`config.mk`:
```
export PLATFORM = sky130hd
export DESIGN_NAME = tdc_pulse_gen
export DESIGN_NICKNAME = d
export VERILOG_FILES = /design/src/rtl/tdc_pulse_gen.sv
export SDC_FILE = /design/constraint.sdc
export NUM_CORES = 1
export LEC_CHECK = 0
export BUFFER_PORTS_ARGS = -buffer_cell sky130_fd_sc_hd__buf_2
export CAP_MARGIN = 20
export CELL_PAD_IN_SITES_DETAIL_PLACEMENT = 1
export CELL_PAD_IN_SITES_GLOBAL_PLACEMENT = 1
export CORE_MARGIN = 8
export CORE_UTILIZATION = 46
export CTS_BUF_LIST = sky130_fd_sc_hd__clkbuf_8
export DETAILED_ROUTE_END_ITERATION = 12
export GPL_TIMING_DRIVEN = 0
export PLACE_DENSITY = 0.77
export SYNTH_ARGS = -nofsm -noshare
export SYNTH_HDL_FRONTEND = slang
export SYNTH_SLANG_ARGS = --single-unit
```
`constraint.sdc`:
```
create_clock -name pll_clk -period 2.65 [get_ports pll_clk]
set_input_delay 0.53 -clock pll_clk [delete_from_list [all_inputs] [get_ports pll_clk]]
set_output_delay 0.53 -clock pll_clk [all_outputs]
set_load 0.005 [all_outputs]
```
`src/rtl/tdc_pulse_gen.sv`:
```
// Digital-to-time converter: a {coarse, phase} delay word places a pulse edge at
// pll_clk[0] cycle resolution plus a sub-period offset chosen from the PLL phases.
`timescale 1ns/1ps
module tdc_pulse_gen #(
  parameter int unsigned PHASES = 16,
  parameter int unsigned PH_W   = 4,
  parameter int unsigned CW     = 24,
  parameter int unsigned WW     = 8
) (
  input  logic [PHASES-1:0]    pll_clk,
  input  logic                 rst,
  input  logic                 cfg_valid,
  output logic                 cfg_ready,
  input  logic [CW+PH_W-1:0]   cfg_delay,
  input  logic [WW-1:0]        cfg_width,
  input  logic                 trig,
  output logic                 pulse_out,
  output logic                 busy,
  output logic                 done,
  output logic                 err_overrun
);

  typedef enum logic [2:0] {
    S_IDLE, S_ARMED, S_COUNT, S_HIGH, S_TAIL, S_DONE
  } state_t;

  typedef struct packed {
    logic [CW-1:0]   coarse;
    logic [PH_W-1:0] phase;
    logic [WW-1:0]   width;
  } cfg_t;

  state_t            state, state_d;
  cfg_t              cfg_q, cfg_d;
  logic [CW-1:0]     cnt, cnt_d;
  logic [PH_W-1:0]   sel, sel_d;
  logic [WW-1:0]     run_w, run_w_d;
  logic              win_c, win_q;
  logic              cfg_xfer_c, ovr_c;
  logic              clk0;
  logic [PHASES-1:0] ph_q;

  assign clk0       = pll_clk[0];
  assign cfg_xfer_c = cfg_valid & cfg_ready;

  // Control-domain state, counters and registered outputs
  always_ff @(posedge clk0 or negedge rst) begin
    if (!rst) begin
      state       <= S_IDLE;
      cnt         <= '0;
      cfg_q       <= '0;
      sel         <= '0;
      run_w       <= '0;
      win_q       <= 1'b0;
      cfg_ready   <= 1'b1;
      busy        <= 1'b0;
      done        <= 1'b0;
      err_overrun <= 1'b0;
    end else begin
      state       <= state_d;
      cnt         <= cnt_d;
      cfg_q       <= cfg_d;
      sel         <= sel_d;
      run_w       <= run_w_d;
      win_q       <= win_c;
      cfg_ready   <= (state_d == S_IDLE) || (state_d == S_ARMED);
      busy        <= (state_d != S_IDLE) && (state_d != S_ARMED);
      done        <= (state_d == S_DONE);
      err_overrun <= ovr_c;
    end
  end

  // Next state; the single counter serves coarse delay, pulse width and tail
  always_comb begin
    state_d = state;
    cnt_d   = cnt;
    cfg_d   = cfg_q;
    sel_d   = sel;
    run_w_d = run_w;
    win_c   = 1'b0;
    ovr_c   = trig && (state != S_ARMED);

    if (cfg_xfer_c) begin
      cfg_d.coarse = cfg_delay[CW+PH_W-1:PH_W];
      cfg_d.phase  = cfg_delay[PH_W-1:0];
      cfg_d.width  = (cfg_width == '0) ? WW'(1) : cfg_width;
    end

    case (state)
      S_IDLE: begin
        if (cfg_xfer_c) state_d = S_ARMED;
      end
      S_ARMED: begin
        // Latch from the old config so a same-cycle update only affects the next shot
        if (trig) begin
          state_d = S_COUNT;
          cnt_d   = cfg_q.coarse;
          sel_d   = cfg_q.phase;
          run_w_d = cfg_q.width;
        end
      end
      S_COUNT: begin
        if (cnt == '0) begin
          state_d = S_HIGH;
          cnt_d   = CW'(run_w) - CW'(1);
        end else begin
          cnt_d = cnt - CW'(1);
        end
      end
      S_HIGH: begin
        win_c = 1'b1;
        if (cnt == '0) begin
          state_d = S_TAIL;
          cnt_d   = CW'(1);
        end else begin
          cnt_d = cnt - CW'(1);
        end
      end
      S_TAIL: begin
        if (cnt == '0) state_d = S_DONE;
        else           cnt_d   = cnt - CW'(1);
      end
      S_DONE: begin
        state_d = S_ARMED;
      end
      default: begin
        state_d = S_IDLE;
      end
    endcase
  end

  // One capture flop per phase; only the selected one ever toggles.
  // Phase 0 shares win_q's clock edge, so it samples win one stage earlier to
  // keep the same two-cycle latency as every other phase.
  for (genvar i = 0; i < int'(PHASES); i++) begin : g_ph
    logic cap_c;
    logic ph_bit;
    if (i == 0) begin : g_p0
      assign cap_c = win_c & (sel == PH_W'(0));
    end else begin : g_pn
      assign cap_c = win_q & (sel == PH_W'(i));
    end
    always_ff @(posedge pll_clk[i] or negedge rst) begin
      if (!rst) ph_bit <= 1'b0;
      else      ph_bit <= cap_c;
    end
    assign ph_q[i] = ph_bit;
  end

  assign pulse_out = |ph_q;

endmodule

```
; Word-level counts from Yosys, hierarchy flattened
; Index checks and enable logic that the tools add are counted.
; Widths: inputs -> output; s select.
[totals]
regBits = 96
in_bits = 55
out_inout_bits = 5
elab_cells = 99
[op_classes]
n_addsub = 2
eq_ne = 26
muxes = 13
bitwise = 17
n_reduce_logical = 13
[ops]
columns = op, count
row1 = $mux 24, 4
row2 = $pmux 24 s4, 1
row3 = $eq 4x4->1 const B, 8
row4 = $logic_not 24->1, 1
row5 = $sub 24x1->24 const B, 1
row6 = $pmux 3 s6, 1
row7 = $and 1x1->1, 17
row8 = $eq 4x3->1 const B, 4
row9 = $reduce_or 16->1, 1
row10 = $mux 3, 5
row11 = $eq 3x3->1 const B, 3
row12 = $sub 8x1->9 const B, 1
row13 = $eq 4x2->1 const B, 2
row14 = $logic_not 8->1, 1
row15 = $mux 8, 1
row16 = $eq 3x1->1 const B, 2
row17 = $eq 3x2->1 const B, 2
row18 = $logic_not 3->1, 2
row19 = $ne 3x1->1 const B, 2
row20 = $eq 4x1->1 const B, 1
row21 = $logic_not 4->1, 1
row22 = $ne 2x2->1 const B, 2
row23 = $reduce_bool 4->1, 1
row24 = $reduce_and 3->1, 1
row25 = 5 further kinds, 6

; Longest topological paths before layout
; Gate-level depths: netlist of the first run.
[depth]
ltp_word = 5
ltp_mapped = 9
ltp_nobuf = 7

==> flow_metrics.env, run 1 <==
export IMPL_port_buffers=44
export IMPL_syn_nets=520
export IMPL_ys_top_cells_by_area="dfrtp_1, mux2_2, a21oi_1"
export IMPL_reg2reg_to="cnt[19]$_DFFE_PN0P_"
export IMPL_io_pins=60
export IMPL_grt_antenna_before_repair=0
export IMPL_insertion_delay_ns=0.37
export IMPL_grt_max_degree=65
export IMPL_finalMaxSlewViolations=0
export IMPL_gp_congestion=0.868
export IMPL_final_nets=575
export IMPL_cp_end_kind="flip-flop"
export IMPL_syn_area_um2=4870
export IMPL_hp_class="in -> async"
export IMPL_n_fill_cell=1156
export IMPL_cts_buffers=9
export IMPL_avgSynthCellArea_um2=10.5
export IMPL_setup_tns_ns=0
export IMPL_startpoint_type="flip-flop"
export IMPL_yosys_top_cells_count="dfrtp_1, mux2_2, nor2_1"
export IMPL_cts_root_buffer="clkbuf_8"
export IMPL_r2r_slack_ns=0.16
export IMPL_relSlewSlack=0.404
export IMPL_die_y_um=119
export IMPL_grt_pass1_vias=4454
export IMPL_ir_drop_uv=226
export IMPL_skew_ns=0.370
export IMPL_pre_cts_ws_ns=0.0425
export IMPL_grt_first_pass_wirelength_um=22900
export IMPL_maxCapViolations=0
export IMPL_synth_top_area_frac=0.488
export IMPL_p_per_area_nw_per_um2=455
export IMPL_reg2reg_from="state[0]$_DFF_PN0_"
export IMPL_path_clk_slew_ns=0.09
export IMPL_worstPathMaxFanout=10
export IMPL_dp_hpwl_um=10200
export IMPL_async_reset_ff_frac=1.00
export IMPL_drt_iter0_drc=238
export IMPL_cts_tree="built"
export IMPL_crit_arrival_ns=2.78
export IMPL_row_count=37
export IMPL_post_route_drc_count=0
export IMPL_initial_core_util=0.472
export IMPL_clock_path_buffers=2
export IMPL_gr_total_overflow=0
export IMPL_die_area_um2=14100
export IMPL_vias_per_cell=6.03
export IMPL_fmax_mhz=402
export IMPL_setup_violations=0
export IMPL_hold_violations=0
export IMPL_synthToLayoutAreaGrowth_pct=14.3
export IMPL_outcome="complete, no violations"
export IMPL_seq_area_um2=2400
export IMPL_wirelength_um=13600
export IMPL_r2r_cells=6
export IMPL_ys_warn_count=0
export IMPL_finalCriticalPeriod_ns=2.49
export IMPL_vias=3966
export IMPL_ant_nets=0
export IMPL_yosysUniqueCellTypes=66
export IMPL_htree_levels=3
export IMPL_tightest_slew_ns=0.890
export IMPL_coreArea_um2=10300
export IMPL_leakagePower_nw=2.47
export IMPL_yosysSeqAreaShare=0.493
export IMPL_synth_most_common_cell="dfrtp_1"
export IMPL_diodes=0
export IMPL_postCtsHoldBufs=0
export IMPL_criticalPathCategory="reg -> reg"
export IMPL_die_x_um=119
export IMPL_yosys_most_used_dff="dfrtp_1"
export IMPL_layout_setup_ws_ns=0.162
export IMPL_wl_per_cell_um=20.7
export IMPL_cts_setup_buffers=0
export IMPL_ctsResizeCount=0
export IMPL_drt_pass1_iterations=4
export IMPL_post_route_cells_drive_above_1_share=0.278
export IMPL_syn_inst=462
export IMPL_grt_use_total=0.201
export IMPL_cp_required_ns=2.94
export IMPL_fin_crit_sh=0.939
export IMPL_multiInputGateArea_um2=2370
export IMPL_ys_seq_elements=96
export IMPL_synth_area_leader_cell="dfrtp_1"
export IMPL_synth_enable_flop_cells=0
export IMPL_rsz0062_at_grt="false"
-- cell families (layout without fill, tap and decap cells) --
group	after synthesis	count (layout)	synth area share
AND/OR/NAND/NOR	143	143	0.166
AO/OA/AOI/OAI	124	124	0.174
flip-flops	96	96	0.493
multiplexers	45	45	0.104
buffers and inverters	38	98	0.0324
XOR/XNOR	13	13	0.0234
adder cells (fa/ha/maj)	3	3	0.00770
-- registers in the layout (all words and copies together) (netlist names) --
name         flops
sel              4
err_overrun      1
cfg_q           36
win_q            1
state            3
busy             1
g_ph.ph_bit     16
run_w            8
cfg_ready        1
done             1
cnt             24
-- area by class of cell --
type | instances | area share
Clock buffer | 9 | 0.0223
Multi-Input combinational cell | 328 | 0.426
Clock inverter | 7 | 0.0157
Sequential cell | 96 | 0.432
Tap cell | 136 | 0.0306
Buffer | 25 | 0.0202
Inverter | 12 | 0.00809
Timing Repair Buffer | 45 | 0.0450
-- through the flow --
step | instances | power [W] | utilization | hold slack (ns) | area, um2
after CTS | 659 | 0.00256 | 0.533 | 0.0955 | 5500
after detailed placement | 643 | 0.00156 | 0.513 | 0.476 | 5290
after global placement | 642 | 0.00156 | 0.510 | 0.458 | 5260
after floorplan | 462 | 0.00150 | - | 0.234 | 4870
final | 658 | 0.00253 | 0.539 | 0.105 | 5570
after global routing | 658 | 0.00260 | 0.539 | 0.123 | 5570
-- power breakdown --
part           total (W)  switching (W)  internal, W
clock           0.000997       0.000475     0.000522
sequential       0.00147    0.000000156      0.00147
combinational  0.0000665      0.0000399    0.0000266
-- critical path, cell delays in order, from the launching register on --
cell and delay [ns]:
dfrtp_1 0.37, buf_2 0.16, or3b_1 0.59, nand2_1 0.39
a21boi_2 0.50, nor2_1 0.17, o221ai_1 0.22
-- cells in the final DEF, fill, tap and decap left out, types with 9 or more instances in the layout --
| cell type | n |
|---|---|
| dfrtp_1 | 95 |
| buf_2 | 53 |
| mux2_2 | 45 |
| nor2_1 | 31 |
| nand2_1 | 30 |
| a21oi_1 | 27 |
| o21ai_0 | 25 |
| nor3_1 | 15 |
| inv_1 | 14 |
| nand3_1 | 13 |
| a211oi_1 | 13 |
| clkbuf_1 | 11 |
| xnor2_1 | 10 |
| nor4_1 | 9 |
| clkbuf_8 | 9 |
-- worst max path at each step --
stage          slack [ns]  depth (start not counted)                start                     to
5_1_grt              0.04                          7  cnt[11]$_DFFE_PN0P_     cnt[2]$_DFFE_PN0P_
3_3_place_gp         0.07                          1                  rst  cfg_q[14]$_DFFE_PN0P_
4_1_cts             0.005                          9   cnt[0]$_DFFE_PN0P_     cnt[2]$_DFFE_PN0P_
2_1_floorplan        0.57                          7   cnt[0]$_DFFE_PN0P_    cnt[18]$_DFFE_PN0P_
3_5_place_dp         0.04                          7   cnt[0]$_DFFE_PN0P_    cnt[19]$_DFFE_PN0P_
6_report             0.16                          6   state[0]$_DFF_PN0_    cnt[19]$_DFFE_PN0P_
-- per-layer routing --
layer / routed length (um) / global-route usage
met5: 0 / 0
met4: 375 / 0.0925
met3: 543 / 0.0420
met2: 6630 / 0.330
met1: 6060 / 0.251
(Power assumes the default switching activity.)
==> inputs of run 2 (changes only) <==
Settings changed: CELL_PAD_IN_SITES_DETAIL_PLACEMENT 1 to unset, CELL_PAD_IN_SITES_GLOBAL_PLACEMENT 1 to unset, CORE_UTILIZATION 46 to 38, HOLD_SLACK_MARGIN set to 0.1, PLACE_DENSITY 0.77 to 0.53.
==> run 2 against run 1 <==
First-iteration DRC count rose by 15%. Hold slack improved by 0.11 ns. Final area fell by 0.49%. Critical path depth did not move. Die area rose by 18%. Maximum frequency fell by 2.1%. Clock skew barely moved. Critical endpoint unchanged.
==> flow_metrics.env, run 2 (same netlist as run 1, synthesis figures left out) <==
export IMPL_outcome="complete, no violations"
export IMPL_coreArea_um2=12600
export IMPL_grt_use_total=0.161
export IMPL_vias_per_cell=5.46
export IMPL_post_route_drc_count=0
export IMPL_pre_cts_ws_ns=0.0611
export IMPL_layout_setup_ws_ns=0.110
export IMPL_rsz0062_at_grt="true"
export IMPL_die_area_um2=16700
export IMPL_fmax_mhz=394
export IMPL_grt_use_met1=0.215
export IMPL_path_cells="nor4_4 -> nand3_1 -> clkbuf_1 -> o31ai_1 -> a31oi_1 -> o221ai_1"
export IMPL_swShare=0.207
export IMPL_clock_path_buffers=2
export IMPL_cts_setup_buffers=0
export IMPL_wirelength_um=12700
export IMPL_path_clk_slew_ns=0.08
export IMPL_setup_violations=0
export IMPL_io_pins=60
export IMPL_grt_pass1_vias=3888
export IMPL_ir_drop_uv=284
export IMPL_initial_core_util=0.388
export IMPL_critPathBufInv=1
export IMPL_drt_iter0_drc=273
export IMPL_biggestRegsByFlops="cfg_q x36, cnt x24, g_ph.ph_bit x16"
export IMPL_criticalPathCategory="reg -> reg"
export IMPL_n_fill_cell=1247
export IMPL_cts_buffers=9
export IMPL_gp_congestion=0.860
export IMPL_final_common_cell="dfrtp_1"
export IMPL_power_net_switching_w=0.000492
export IMPL_worstPathMaxFanout=10
export IMPL_ant_nets=0
export IMPL_die_x_um=129
export IMPL_gr_total_overflow=0
export IMPL_path_delay_family="compound AO/OA/AOI/OAI gates"
export IMPL_finalMaxSlewViolations=0
export IMPL_dp_hpwl_um=9630
export IMPL_relSlewSlack=0.430
export IMPL_startpoint_type="flip-flop"
export IMPL_leakagePower_nw=2.44
export IMPL_reg2reg_to="cnt[19]$_DFFE_PN0P_"
export IMPL_hold_ws_ns=0.211
export IMPL_layout_common_cells="dfrtp_1, buf_2, mux2_2, nor2_1, nand2_1"
export IMPL_stdcell_count=694
export IMPL_cp_depth=6
export IMPL_grt_first_pass_wirelength_um=20800
export IMPL_pwr_share_clk=0.354
export IMPL_hp_class="in -> async"
export IMPL_max_stage_delay_ns=0.69
export IMPL_dp_cells=679
export IMPL_post_route_cells_drive_above_1_share=0.268
export IMPL_p_int_w=0.00188
export IMPL_htree_levels=3
export IMPL_die_y_um=129
export IMPL_final_core_util=0.441
export IMPL_drt_pass1_iterations=4
export IMPL_cp_end_kind="flip-flop"
export IMPL_cp_slowest_cell="o31ai_1"
export IMPL_skew_ns=0.370
export IMPL_finalCriticalPeriod_ns=2.54
export IMPL_grt_antenna_before_repair=0
export IMPL_synthToLayoutAreaGrowth_pct=13.7
export IMPL_cp_required_ns=2.93
export IMPL_fin_crit_sh=0.959
export IMPL_p_seq_frac=0.619
export IMPL_cp_endpoint="cnt[19]$_DFFE_PN0P_"
export IMPL_r2r_cells=6
export IMPL_grt_met2_usage=0.246
export IMPL_finalPower_w=0.00237
export IMPL_r2r_slack_ns=0.11
export IMPL_port_buffers=44
export IMPL_tightest_slew_ns=0.849
export IMPL_cts_root_buffer="clkbuf_8"
export IMPL_top_register="cfg_q"
export IMPL_startpoint="cnt[11]$_DFFE_PN0P_"
export IMPL_grt_max_degree=57
export IMPL_crit_arrival_ns=2.82
export IMPL_diodes=0
export IMPL_p_per_area_nw_per_um2=428
export IMPL_largest_reg_flops=36
export IMPL_cts_tree="built"
export IMPL_hold_violations=0
export IMPL_row_count=41
export IMPL_maxCapViolations=0
export IMPL_pwr_share_comb=0.027
export IMPL_vias=3789
export IMPL_use_met3=0.0378
export IMPL_reg2reg_from="cnt[11]$_DFFE_PN0P_"
export IMPL_insertion_delay_ns=0.37
export IMPL_wl_per_cell_um=18.3
export IMPL_final_nets=575
export IMPL_grt_busiest_layer="met2"
[run 2: changes by cell type in the layout (fill, tap and decap cells not counted), sizes merged]
cell / before / now
bufinv: 2 / 0
inv: 14 / 12
clkbuf: 23 / 25
clkinv: 1 / 3
[run 2: worst min-delay path by stage]
stage	endpoint	depth (start not counted)	from	slack (ns)
CTS	cfg_q[6]$_DFFE_PN0P_	1	rst	0.24
detailed placement	run_w[0]$_DFFE_PN0P_	2	cfg_q[0]$_DFFE_PN0P_	0.48
global route	cfg_q[6]$_DFFE_PN0P_	1	rst	0.27
floorplan	busy$_DFF_PN0_	0	rst	0.23
global placement	run_w[0]$_DFFE_PN0P_	2	cfg_q[0]$_DFFE_PN0P_	0.47
finish	cfg_q[6]$_DFFE_PN0P_	1	rst	0.21
[run 2: power groups by stage]
stage / Sequential (W) / Combinational [W] / Clock (W)
6_report: 0.00147 / 0.0000643 / 0.000839
5_1_grt: 0.00147 / 0.0000752 / 0.000914
4_1_cts: 0.00147 / 0.0000678 / 0.000878
3_5_place_dp: 0.00149 / 0.0000677 / 0
3_3_place_gp: 0.00149 / 0.0000622 / 0
2_1_floorplan: 0.00149 / 0.00000218 / 0
[run 2: layout make-up]
cell class              count  area (um2)  share of cell area
clock buffers              11         151              0.0273
multi-input cells         328        2340               0.422
clock inverters             5        30.0             0.00542
flip-flops and latches     96        2400               0.434
inverters                  12        45.0             0.00813
repair buffers             45         243              0.0438
well taps                 172         215              0.0389
plain buffers              25         111              0.0201
[run 2: per-stage QoR]
stage                     setup TNS, ns  instance area [um2]
final                                 0                 5540
after global routing            -0.0787                 5540
after CTS                             0                 5510
after detailed placement              0                 5330
after global placement                0                 5310
after floorplan                       0                 4870
[run 2: metal layers]
metal | up-vias | routed length [um]
met5 | - | 0
met1 | 1849 | 6120
met3 | 17 | 593
met2 | 82 | 5740
met4 | 0 | 238
li1 | 1841 | -
[run 2: what timing repair did]
action,4_1_cts,5_1_grt
hold buffers,0,0
endpoints found under the setup margin,0,17
gates resized for setup,0,5
[run 2: worst reg2reg max path: cells and delay by family, from the launching register on]
family	cells	cell delay, ns
compound gates	3	0.97
simple gates	2	0.70
flops	1	0.48
buf+inv	1	0.30
